===== config.mk =====
export PLATFORM = sky130hd
export DESIGN_NAME = button_step_counter
export DESIGN_NICKNAME = d
export VERILOG_FILES = /design/src/rtl/button_pkg.sv /design/src/rtl/button_debouncer.sv /design/src/rtl/button_step_counter.sv
export SDC_FILE = /design/constraint.sdc
export NUM_CORES = 1
export LEC_CHECK = 0
export ABC_AREA = 1
export CORE_ASPECT_RATIO = 0.5
export CORE_MARGIN = 4
export CORE_UTILIZATION = 60
export DETAILED_ROUTE_END_ITERATION = 6
export PLACE_DENSITY = 0.79
export SLEW_MARGIN = 30
export SYNTH_ARGS = -nofsm -noshare
export SYNTH_HDL_FRONTEND = slang
export SYNTH_HIERARCHICAL = 1
export SYNTH_SLANG_ARGS = --single-unit

===== constraint.sdc =====
create_clock -name clk_i -period 2 [get_ports clk_i]
set_clock_uncertainty 0.15 [all_clocks]
set_input_delay 0.2 -clock clk_i [delete_from_list [all_inputs] [get_ports clk_i]]
set_output_delay 0.2 -clock clk_i [all_outputs]
set_load 0.01 [all_outputs]

===== src/rtl/button_pkg.sv =====
// Shared types and constants for the push-button step counter blocks.
// Contents: FSM state type, default timing constants (27 MHz board clock),
// and width helpers for counters that must hold values 0..N-1.
package button_pkg;

  typedef enum logic [1:0] {
    StIdle    = 2'd0,
    StPressed = 2'd1,
    StHeld    = 2'd2
  } state_e;

  localparam int unsigned DefDebounceTime  = 500000;
  localparam int unsigned DefLongPressTime = 13500000;
  localparam int unsigned DefRepeatTime    = 2700000;
  localparam int unsigned CountWidth       = 6;

  // Bits needed for a counter that runs 0..n-1 (at least one bit).
  function automatic int unsigned cnt_width(input int unsigned n);
    return (n > 1) ? $clog2(n) : 1;
  endfunction

  function automatic int unsigned max_u(input int unsigned a, input int unsigned b);
    return (a > b) ? a : b;
  endfunction

endpackage


===== src/rtl/button_debouncer.sv =====
// Synchronizer plus symmetric debouncer for an active-low push button.
// Ports:
//   clk_i      - system clock
//   rst_i      - asynchronous active-high reset
//   button_i   - raw active-low pin, asynchronous to clk_i
//   press_o    - one-cycle pulse after the debounced level falls (press)
//   release_o  - one-cycle pulse after the debounced level rises (release)
module button_debouncer
  import button_pkg::*;
#(
  parameter int unsigned DEBOUNCE_TIME = DefDebounceTime
) (
  input  logic clk_i,
  input  logic rst_i,
  input  logic button_i,
  output logic press_o,
  output logic release_o
);

  localparam int unsigned CntW = cnt_width(DEBOUNCE_TIME);
  localparam logic [CntW-1:0] CntMax = CntW'(DEBOUNCE_TIME - 1);

  logic            sync1_q, sync2_q;
  logic            stable_q, stable_d;
  logic            stable_dly_q;
  logic            press_q, release_q;
  logic [CntW-1:0] cnt_q, cnt_d;

  // Count cycles the synchronized level disagrees with the accepted level; any
  // agreement restarts the count, so only an unbroken run is accepted.
  always_comb begin
    stable_d = stable_q;
    cnt_d    = '0;
    if (sync2_q != stable_q) begin
      if (cnt_q == CntMax) begin
        stable_d = sync2_q;
      end else begin
        cnt_d = cnt_q + 1'b1;
      end
    end
  end

  always_ff @(posedge clk_i or posedge rst_i) begin
    if (rst_i) begin
      sync1_q      <= 1'b1;
      sync2_q      <= 1'b1;
      stable_q     <= 1'b1;
      stable_dly_q <= 1'b1;
      cnt_q        <= '0;
      press_q      <= 1'b0;
      release_q    <= 1'b0;
    end else begin
      sync1_q      <= button_i;
      sync2_q      <= sync1_q;
      stable_q     <= stable_d;
      stable_dly_q <= stable_q;
      cnt_q        <= cnt_d;
      // Edge pulses are registered so the consumer sees flop-driven events.
      press_q      <= stable_dly_q & ~stable_q;
      release_q    <= ~stable_dly_q & stable_q;
    end
  end

  assign press_o   = press_q;
  assign release_o = release_q;

endmodule


===== src/rtl/button_step_counter.sv =====
// Debounced push-button step counter with hold-to-auto-repeat.
// Ports:
//   clk_i    - system clock
//   rst_i    - asynchronous active-high reset
//   button_i - raw active-low button pin
//   count_o  - 6-bit step count (wraps modulo 64)
//   led_o    - active-low LED drive, ~count_o
//   step_o   - one-cycle pulse coincident with each new count value
module button_step_counter
  import button_pkg::*;
#(
  parameter int unsigned DEBOUNCE_TIME   = DefDebounceTime,
  parameter int unsigned LONG_PRESS_TIME = DefLongPressTime,
  parameter int unsigned REPEAT_TIME     = DefRepeatTime
) (
  input  logic                  clk_i,
  input  logic                  rst_i,
  input  logic                  button_i,
  output logic [CountWidth-1:0] count_o,
  output logic [CountWidth-1:0] led_o,
  output logic                  step_o
);

  localparam int unsigned TmrW = cnt_width(max_u(LONG_PRESS_TIME, REPEAT_TIME));
  localparam logic [TmrW-1:0] LongMax = TmrW'(LONG_PRESS_TIME - 1);
  localparam logic [TmrW-1:0] RepMax  = TmrW'(REPEAT_TIME - 1);

  logic                  press, release_evt;
  state_e                state_q, state_d;
  logic [TmrW-1:0]       tmr_q, tmr_d;
  logic [CountWidth-1:0] count_q, count_d;
  logic                  step_q, step_d;

  button_debouncer #(
    .DEBOUNCE_TIME(DEBOUNCE_TIME)
  ) u_debouncer (
    .clk_i    (clk_i),
    .rst_i    (rst_i),
    .button_i (button_i),
    .press_o  (press),
    .release_o(release_evt)
  );

  // One timer serves both the long-press wait and the repeat interval; it is
  // cleared on every state change. Release always wins over a timer expiry.
  always_comb begin
    state_d = state_q;
    tmr_d   = tmr_q + 1'b1;
    count_d = count_q;
    step_d  = 1'b0;
    unique case (state_q)
      StIdle: begin
        tmr_d = '0;
        if (press) begin
          state_d = StPressed;
          count_d = count_q + 1'b1;
          step_d  = 1'b1;
        end
      end
      StPressed: begin
        if (release_evt) begin
          state_d = StIdle;
          tmr_d   = '0;
        end else if (tmr_q == LongMax) begin
          state_d = StHeld;
          tmr_d   = '0;
          count_d = count_q + 1'b1;
          step_d  = 1'b1;
        end
      end
      StHeld: begin
        if (release_evt) begin
          state_d = StIdle;
          tmr_d   = '0;
        end else if (tmr_q == RepMax) begin
          tmr_d   = '0;
          count_d = count_q + 1'b1;
          step_d  = 1'b1;
        end
      end
      default: begin
        state_d = StIdle;
        tmr_d   = '0;
      end
    endcase
  end

  always_ff @(posedge clk_i or posedge rst_i) begin
    if (rst_i) begin
      state_q <= StIdle;
      tmr_q   <= '0;
      count_q <= '0;
      step_q  <= 1'b0;
    end else begin
      state_q <= state_d;
      tmr_q   <= tmr_d;
      count_q <= count_d;
      step_q  <= step_d;
    end
  end

  assign count_o = count_q;
  assign led_o   = ~count_q;
  assign step_o  = step_q;

endmodule


==> impl_metrics.ini, run 1 <==
[drt]
dr.pass1.iters = 4
route.detailed.drc = 0
vias = 2706
routed_wl_um = 6570
routed_via_density = 5.04
drt_iter0_markers = 121
wl_per_cell_um = 12.2
ant_nets = 0

[clock_tree]
cts_buffer_depth = 2
cts_tree = built
numCtsBuffers = 9
numClockSinks = 58
path_clk_slew_ps = 50
cts_htree_levels = 3
clockRootBuffer = clkbuf_16
clk_latency_ps = 330
holdBufCountCts = 0

[timing]
setup_viol = 0
rsz0062_at_grt = false
worst_slack_ps = 153
worst_pin_slew_ps = 432
fin_setup_tns_ps = 0
maxSlewViolCount = 0
holdWs_ps = 122
min_period_over_period = 0.924
max_slew_margin = 0.712
max_freq_ghz = 0.541
finalHoldViolCount = 0
period_needed_ps = 1850

[critical_path]
required_ps = 2070
start_kind = flop
slowest_stage = dfrtp_1
crit_chain = ha_1 -> nand3_2 -> nor2_2 -> nand4_1 -> nand2_2 -> nand2_2 -> nand2_1 -> nand2_1
critPathMaxStageDelay_ps = 400
cp_max_fo = 7
critPathBufInv = 0
crit_family = simple AND/OR/NAND/NOR gates
crit_type = reg2reg
cp-end-kind = flop
cp.arrival_ps = 1910

[placement]
portBuffers = 15
place_congestion = 0.890
placed_area_um2 = 3620
placed_cells = 521
hpwlAfterDp_um = 4730
pre_cts_slack_ps = 89.0

[status]
status = complete, no violations

[cells_and_area]
drive_gt1_frac = 0.155
final_common_cell = nand2_1
nNetsFinal = 470
area_delta_synth_final_pct = 14.7
final_core_util = 0.711
antenna_cells = 0
stdcell_area_um2 = 3900
instances_no_fill = 537
final_cell_mix = nand2_1, nor2_1, inv_1

[die]
core.rowCount = 19
core_area_um2 = 5490
num_io_pins = 16
dieArea_um2 = 7020
initial_core_util = 0.620
dieHeight_um = 61.3
chipWidth_um = 115

[synthesis]
synth_area_per_cell_um2 = 7.84
synthFlopType = dfrtp_1
synth_area_um2 = 3400
yosysWarnings = 6
synthArstFlopShare = 1.00
syn_inst = 434
synth_seq_cells = 58
syn-num-nets = 445
yosysSeqAreaShare = 0.428
ys_types = 31
synth_edf_count = 0

[global_route]
grt_overflow_total = 0
grt_max_degree = 34
grt_usage = 0.214
grt_pass1_wl_um = 11400
antenna_found_initial = 0
grt_pass1_vias = 2576

[run]
drv_cap = 0

[worst_hold_path]
worst_hold_path_type = in2reg

[power_and_ir_drop]
peakVddDrop_uv = 708
power_density_nw_per_um2 = 666
p_total_mw = 2.60
total_leakage_power_nw = 1.67
-- worst paths after layout --
path | slack [ps] | cells past startpoint | start | end
setup / recovery | 150 | 8 | tmr_q[0]$_DFF_PP0_ | count_o[4]$_DFFE_PP0P_
hold / removal | 120 | 1 | button_i | u_debouncer/sync1_q$_DFF_PP1_
setup reg to reg | 150 | 8 | tmr_q[0]$_DFF_PP0_ | count_o[4]$_DFFE_PP0P_
hold reg to reg | 200 | 0 | u_debouncer/sync1_q$_DFF_PP1_ | u_debouncer/sync2_q$_DFF_PP1_
max in group asynchronous | 1220 | 3 | rst_i | tmr_q[20]$_DFF_PP0_
min in group asynchronous | 130 | 3 | rst_i | u_debouncer/cnt_q[4]$_DFF_PP0_
-- cell usage after synthesis, types with 4 or more instances --
| master | instances | area (um2) |
|---|---|---|
| nand3_2 | 5 | 50.1 |
| xor2_1 | 28 | 245 |
| nand2_1 | 87 | 327 |
| a21oi_1 | 5 | 25.0 |
| inv_1 | 61 | 229 |
| nand3_1 | 32 | 160 |
| nand2_2 | 10 | 62.6 |
| nor3_1 | 8 | 40.0 |
| nor2_2 | 20 | 125 |
| dfstp_2 | 4 | 105 |
| nand4_1 | 9 | 56.3 |
| dfrtp_1 | 54 | 1350 |
| ha_1 | 8 | 100 |
| nor2_1 | 76 | 285 |
-- worst register-to-register path, cell delays in order (launching register included) --
cell     delay, ps
dfrtp_1        400
ha_1           210
nand3_2        150
nor2_2         250
nand4_1        150
nand2_2        170
nand2_2        120
nand2_1         90
nand2_1         50
-- kinds of logic after synthesis --
| group | count (synthesis) | share of synthesized area |
|---|---|---|
| AOI/OAI and AO/OA | 12 | 0.0228 |
| buffers and inverters | 67 | 0.0816 |
| DFF | 58 | 0.428 |
| xor gates and xnor gates | 31 | 0.0820 |
| and+or+nand+nor | 258 | 0.356 |
| adders and majority gates | 8 | 0.0294 |
-- where the power goes --
| part | switching, mW | internal (mW) |
|---|---|---|
| Sequential | 0.00469 | 1.18 |
| Combinational | 0.0369 | 0.0136 |
| Clock | 0.532 | 0.829 |
-- layout make-up --
| type | count | area (um2) |
|---|---|---|
| Clock buffer | 9 | 225 |
| Fill cell | 434 | 1590 |
| Tap cell | 73 | 91.3 |
| Clock inverter | 7 | 46.3 |
| Sequential cell | 58 | 1460 |
| Timing Repair Buffer | 17 | 165 |
| Inverter | 64 | 240 |
| Multi-Input combinational cell | 309 | 1680 |
-- metal layers --
layer | vias to the layer above | routed length [um] | part of all wire | global-route usage
met5 | - | 0 | 0 | 0
met4 | 0 | 114 | 0.017 | 0.0592
met3 | 13 | 268 | 0.041 | 0.0854
met2 | 47 | 3070 | 0.47 | 0.361
met1 | 1262 | 3120 | 0.47 | 0.261
li1 | 1384 | - | - | -
-- timing repair --
| action | CTS | global route |
|---|---|---|
| endpoints found under the hold margin | 0 | 0 |
| buffers inserted | 0 | 0 |
| endpoints found under the setup margin | 0 | 15 |
| resized for setup | 0 | 1 |
-- state kept, by name, indices dropped and copies added (netlist names) --
name / count
tmr_q: 24
u_debouncer/cnt_q: 19
count_o: 6
state_q: 2
step_o: 1
u_debouncer/press_o: 1
u_debouncer/release_o: 1
u_debouncer/stable_dly_q: 1
u_debouncer/stable_q: 1
u_debouncer/sync1_q: 1
u_debouncer/sync2_q: 1
No activity file was read; power rests on OpenSTA's default activity.
==> inputs of run 2 (changes only) <==
--- a/config.mk
+++ b/config.mk
@@ -10,6 +10,7 @@
 export CORE_MARGIN = 4
 export CORE_UTILIZATION = 60
 export DETAILED_ROUTE_END_ITERATION = 6
+export MAX_ROUTING_LAYER = met4
 export PLACE_DENSITY = 0.79
 export SLEW_MARGIN = 30
 export SYNTH_ARGS = -nofsm -noshare
==> run 2 against run 1 <==
Against the previous run:
- clock power is essentially flat
- maximum frequency is essentially flat
- first-iteration DRC count grew 0.83%
- routed wire length is the same
- sequential share of layout area is the same
- non-clock buffer count is the same
- cell area is the same
- via count grew 0.11%
- critical path depth is the same
- critical endpoint unchanged
==> impl_metrics.ini, run 2 (synthesis gave the netlist of run 1 again) <==
[die]
core.rowCount = 19
dieArea_um2 = 7020
initial_core_util = 0.620
num_io_pins = 16
dieHeight_um = 61.3
chipWidth_um = 115
core_area_um2 = 5490

[global_route]
use_met2 = 0.361
top_usage_layer = met2
gr-usage-met3 = 0.0824
grt_usage = 0.220
grt_max_degree = 34
grt_overflow_total = 0
grt_pass1_wl_um = 11400
grt_pass1_vias = 2573
antenna_found_initial = 0
grt_use_met1 = 0.261

[timing]
max_freq_ghz = 0.542
period_needed_ps = 1850
setup_viol = 0
fin_setup_tns_ps = 0
holdWs_ps = 123
max_slew_margin = 0.712
min_period_over_period = 0.923
rsz0062_at_grt = false
maxSlewViolCount = 0
finalHoldViolCount = 0
worst_pin_slew_ps = 432

[run]
drv_cap = 0

[power_and_ir_drop]
peakVddDrop_uv = 707
p_total_mw = 2.60
power_density_nw_per_um2 = 665
total_leakage_power_nw = 1.67

[clock_tree]
cts_setup_buffers = 0
holdBufCountCts = 0
cts_buffer_depth = 2
cts_tree = built
clockRootBuffer = clkbuf_16
clk_latency_ps = 330
path_clk_slew_ps = 50
numClockSinks = 58
post_cts_resized = 0
numCtsBuffers = 9
cts_htree_levels = 3

[cells_and_area]
nNetsFinal = 470
largest_register = tmr_q
antenna_cells = 0
drive_gt1_frac = 0.155
instances_no_fill = 537
stdcell_area_um2 = 3900
final_cell_mix = nand2_1, nor2_1, inv_1
area_delta_synth_final_pct = 14.7
largest_reg_flops = 24
final_common_cell = nand2_1

[critical_path]
cp-end-kind = flop
slowest_stage = dfrtp_1
crit_family = simple AND/OR/NAND/NOR gates
cp_max_fo = 7
crit_chain = ha_1 -> nand3_2 -> nor2_2 -> nand4_1 -> nand2_2 -> nand2_2 -> nand2_1 -> nand2_1
cp.arrival_ps = 1910
start_kind = flop
critPathMaxStageDelay_ps = 400
crit_type = reg2reg
critPathBufInv = 0
required_ps = 2070

[status]
status = complete, no violations

[placement]
placed_cells = 521
place_congestion = 0.905
placed_area_um2 = 3620
hpwlAfterDp_um = 4730
portBuffers = 15

[drt]
vias = 2709
routed_via_density = 5.04
route.detailed.drc = 0
dr.pass1.iters = 4
routed_wl_um = 6570
ant_nets = 0
wl_per_cell_um = 12.2
drt_iter0_markers = 122

[worst_hold_path]
worst_hold_path_type = in2reg
==> run 2: metrics by stage <==
stage | utilization | worst slack (ps)
after floorplan | - | 318
after global placement | 0.660 | 174
after detailed placement | 0.660 | 89.0
after CTS | 0.709 | 70.1
after global routing | 0.711 | 11.2
final | 0.711 | 154
==> run 2: cell type report <==
type | instances | area [um2]
clock inverters | 7 | 46.3
flip-flops and latches | 58 | 1460
inverters | 64 | 240
fillers | 434 | 1590
multi-input cells | 309 | 1680
repair buffers | 17 | 165
clock buffers | 9 | 225
well taps | 73 | 91.3
==> run 2: worst paths after layout <==
path,from,endpoint,slack [ps],cells past startpoint
max,tmr_q[0]$_DFF_PP0_,count_o[4]$_DFFE_PP0P_,150,8
min,button_i,u_debouncer/sync1_q$_DFF_PP1_,120,1
max reg2reg,tmr_q[0]$_DFF_PP0_,count_o[4]$_DFFE_PP0P_,150,8
min reg2reg,u_debouncer/sync1_q$_DFF_PP1_,u_debouncer/sync2_q$_DFF_PP1_,200,0
max in group asynchronous,rst_i,tmr_q[20]$_DFF_PP0_,1220,3
min in group asynchronous,rst_i,u_debouncer/cnt_q[4]$_DFF_PP0_,130,3
==> run 2: power by group <==
part / leakage [nW] / switching [mW] / total [mW] / internal (mW)
logic: 0.751 / 0.0369 / 0.0504 / 0.0136
clock network: 0.127 / 0.529 / 1.36 / 0.829
registers: 0.794 / 0.00469 / 1.19 / 1.18
==> run 2: layer usage <==
| metal | part of all wire | wire [um] |
|---|---|---|
| met2 | 0.47 | 3080 |
| met4 | 0.014 | 95 |
| met1 | 0.48 | 3130 |
| met5 | 0 | 0 |
| met3 | 0.039 | 256 |
==> inputs of run 3 (changes only) <==
--- a/config.mk
+++ b/config.mk
@@ -7,9 +7,10 @@
 export LEC_CHECK = 0
 export ABC_AREA = 1
 export CORE_ASPECT_RATIO = 0.5
-export CORE_MARGIN = 4
+export CORE_MARGIN = 8
 export CORE_UTILIZATION = 60
 export DETAILED_ROUTE_END_ITERATION = 6
+export HOLD_SLACK_MARGIN = 0.06
 export MAX_ROUTING_LAYER = met4
 export PLACE_DENSITY = 0.79
 export SLEW_MARGIN = 30
==> run 3 against run 2 <==
Against the previous run:
- first-iteration DRC count up 23%
- sequential cell count unchanged
- cell area up 1.7%
- die area up 21%
- routed wire length up 10%
- global-route usage down 3.0 points
- register-to-register slack worse by 50 ps
- sequential share of layout area down 0.62 points
- worst hold slack worse by 14 ps
- highest routed layer unchanged
==> impl_metrics.ini, run 3 (synthesis gave the netlist of run 1 again) <==
[status]
status = complete, no violations

[cells_and_area]
largest_reg_flops = 24
area_delta_synth_final_pct = 16.6
final_common_cell = nand2_1
drive_gt1_frac = 0.155
antenna_cells = 0
nNetsFinal = 472
largest_register = tmr_q
final_cell_mix = nand2_1, nor2_1, inv_1
instances_no_fill = 539

[die]
num_io_pins = 16
dieArea_um2 = 8490
core.rowCount = 19
chipWidth_um = 123
initial_core_util = 0.623
core_area_um2 = 5470
dieHeight_um = 69.3

[critical_path]
crit_chain = ha_1 -> nand3_2 -> nor2_4 -> nand2_2 -> nor2_2 -> inv_1 -> nor2_1 -> nor2_1 -> nor2_1 -> nor2_1
crit_top_cell = nor2_1
cp-end-kind = flop
crit_type = reg2reg
critPathMaxStageDelay_ps = 400
start_kind = flop
required_ps = 2060
slowest_stage = dfrtp_1
cp.arrival_ps = 1950
cp_max_fo = 4

[placement]
hpwlAfterDp_um = 5210
placed_cells = 521
place_congestion = 0.899
portBuffers = 15

[drt]
ant_nets = 0
routed_via_density = 5.12
wl_per_cell_um = 13.5
route.detailed.drc = 0
dr.pass1.iters = 4
routed_wl_um = 7250
drt_iter0_markers = 150
vias = 2759

[clock_tree]
numCtsBuffers = 9
cts_tree = built
numClockSinks = 58
path_clk_slew_ps = 50
holdBufCountCts = 0
clk_latency_ps = 330
cts_buffer_depth = 2
clockRootBuffer = clkbuf_16
cts_htree_levels = 3

[power_and_ir_drop]
power_density_nw_per_um2 = 714
total_leakage_power_nw = 1.71
peakVddDrop_uv = 615

[global_route]
grt_max_degree = 34
antenna_found_initial = 0
grt_pass1_wl_um = 12600
grt_usage = 0.190
grt_overflow_total = 0
grt_pass1_vias = 2804

[timing]
setup_viol = 0
worst_pin_slew_ps = 431
max_slew_margin = 0.713
period_needed_ps = 1890
min_period_over_period = 0.946
fin_setup_tns_ps = 0
finalHoldViolCount = 0
maxSlewViolCount = 0
max_freq_ghz = 0.528
rsz0062_at_grt = false

[run]
drv_cap = 0

[worst_hold_path]
worst_hold_path_type = in2async
run 3: final cells by class:
class	instances	area (um2)
Inverter	64	240
Clock buffer	15	288
Multi-Input combinational cell	309	1680
Tap cell	73	91.3
Fill cell	428	1500
Sequential cell	58	1460
Timing Repair Buffer	19	180
Clock inverter	1	30.0
run 3: through the flow:
stage               utilization  power, mW  setup slack (ps)  hold slack [ps]  cell area, um2
floorplan                     -       1.24               318             54.5            3400
global placement          0.663       1.26               182              196            3620
detailed placement        0.663       1.26               108              198            3620
CTS                       0.721       2.87              80.6              114            3940
global route              0.726       2.94              13.7              140            3970
finish                    0.726       2.84               107              110            3970
run 3: worst max-delay path: cells and delay by family, from the launching register on:
kind | cells | cell delay [ps]
flops | 1 | 400
fa+ha+maj | 1 | 220
buf+inv | 1 | 80
simple gates | 8 | 920
run 3: path summary, 6_finish.rpt:
path,to,slack (ps),depth (start not counted),from
setup / recovery,tmr_q[20]$_DFF_PP0_,110,10,tmr_q[0]$_DFF_PP0_
hold / removal,u_debouncer/cnt_q[3]$_DFF_PP0_,110,3,rst_i
setup reg to reg,tmr_q[20]$_DFF_PP0_,110,10,tmr_q[0]$_DFF_PP0_
hold reg to reg,u_debouncer/sync2_q$_DFF_PP1_,200,0,u_debouncer/sync1_q$_DFF_PP1_
max in group asynchronous,tmr_q[21]$_DFF_PP0_,1230,3,rst_i
min in group clk_i,u_debouncer/sync1_q$_DFF_PP1_,130,1,button_i
run 3: repair_timing:
item / 4_1_cts / 5_1_grt
gates resized for setup: 0 / 2
buffers inserted: 0 / 2
setup endpoints to repair: 0 / 23
run 3: per-layer routing:
metal | GRT usage | vias up | wire length (um)
li1 | - | 1390 | -
met1 | 0.208 | 1299 | 3180
met2 | 0.316 | 55 | 3630
met3 | 0.0666 | 15 | 332
met4 | 0.0657 | 0 | 111
met5 | - | - | 0
run 3: report_power, final:
part	internal [mW]	total (mW)	leakage [nW]	switching (mW)
sequential	1.18	1.19	0.794	0.00458
combinational	0.0133	0.0513	0.762	0.0379
clock	1.10	1.59	0.156	0.496
total	2.30	2.84	1.71	0.539
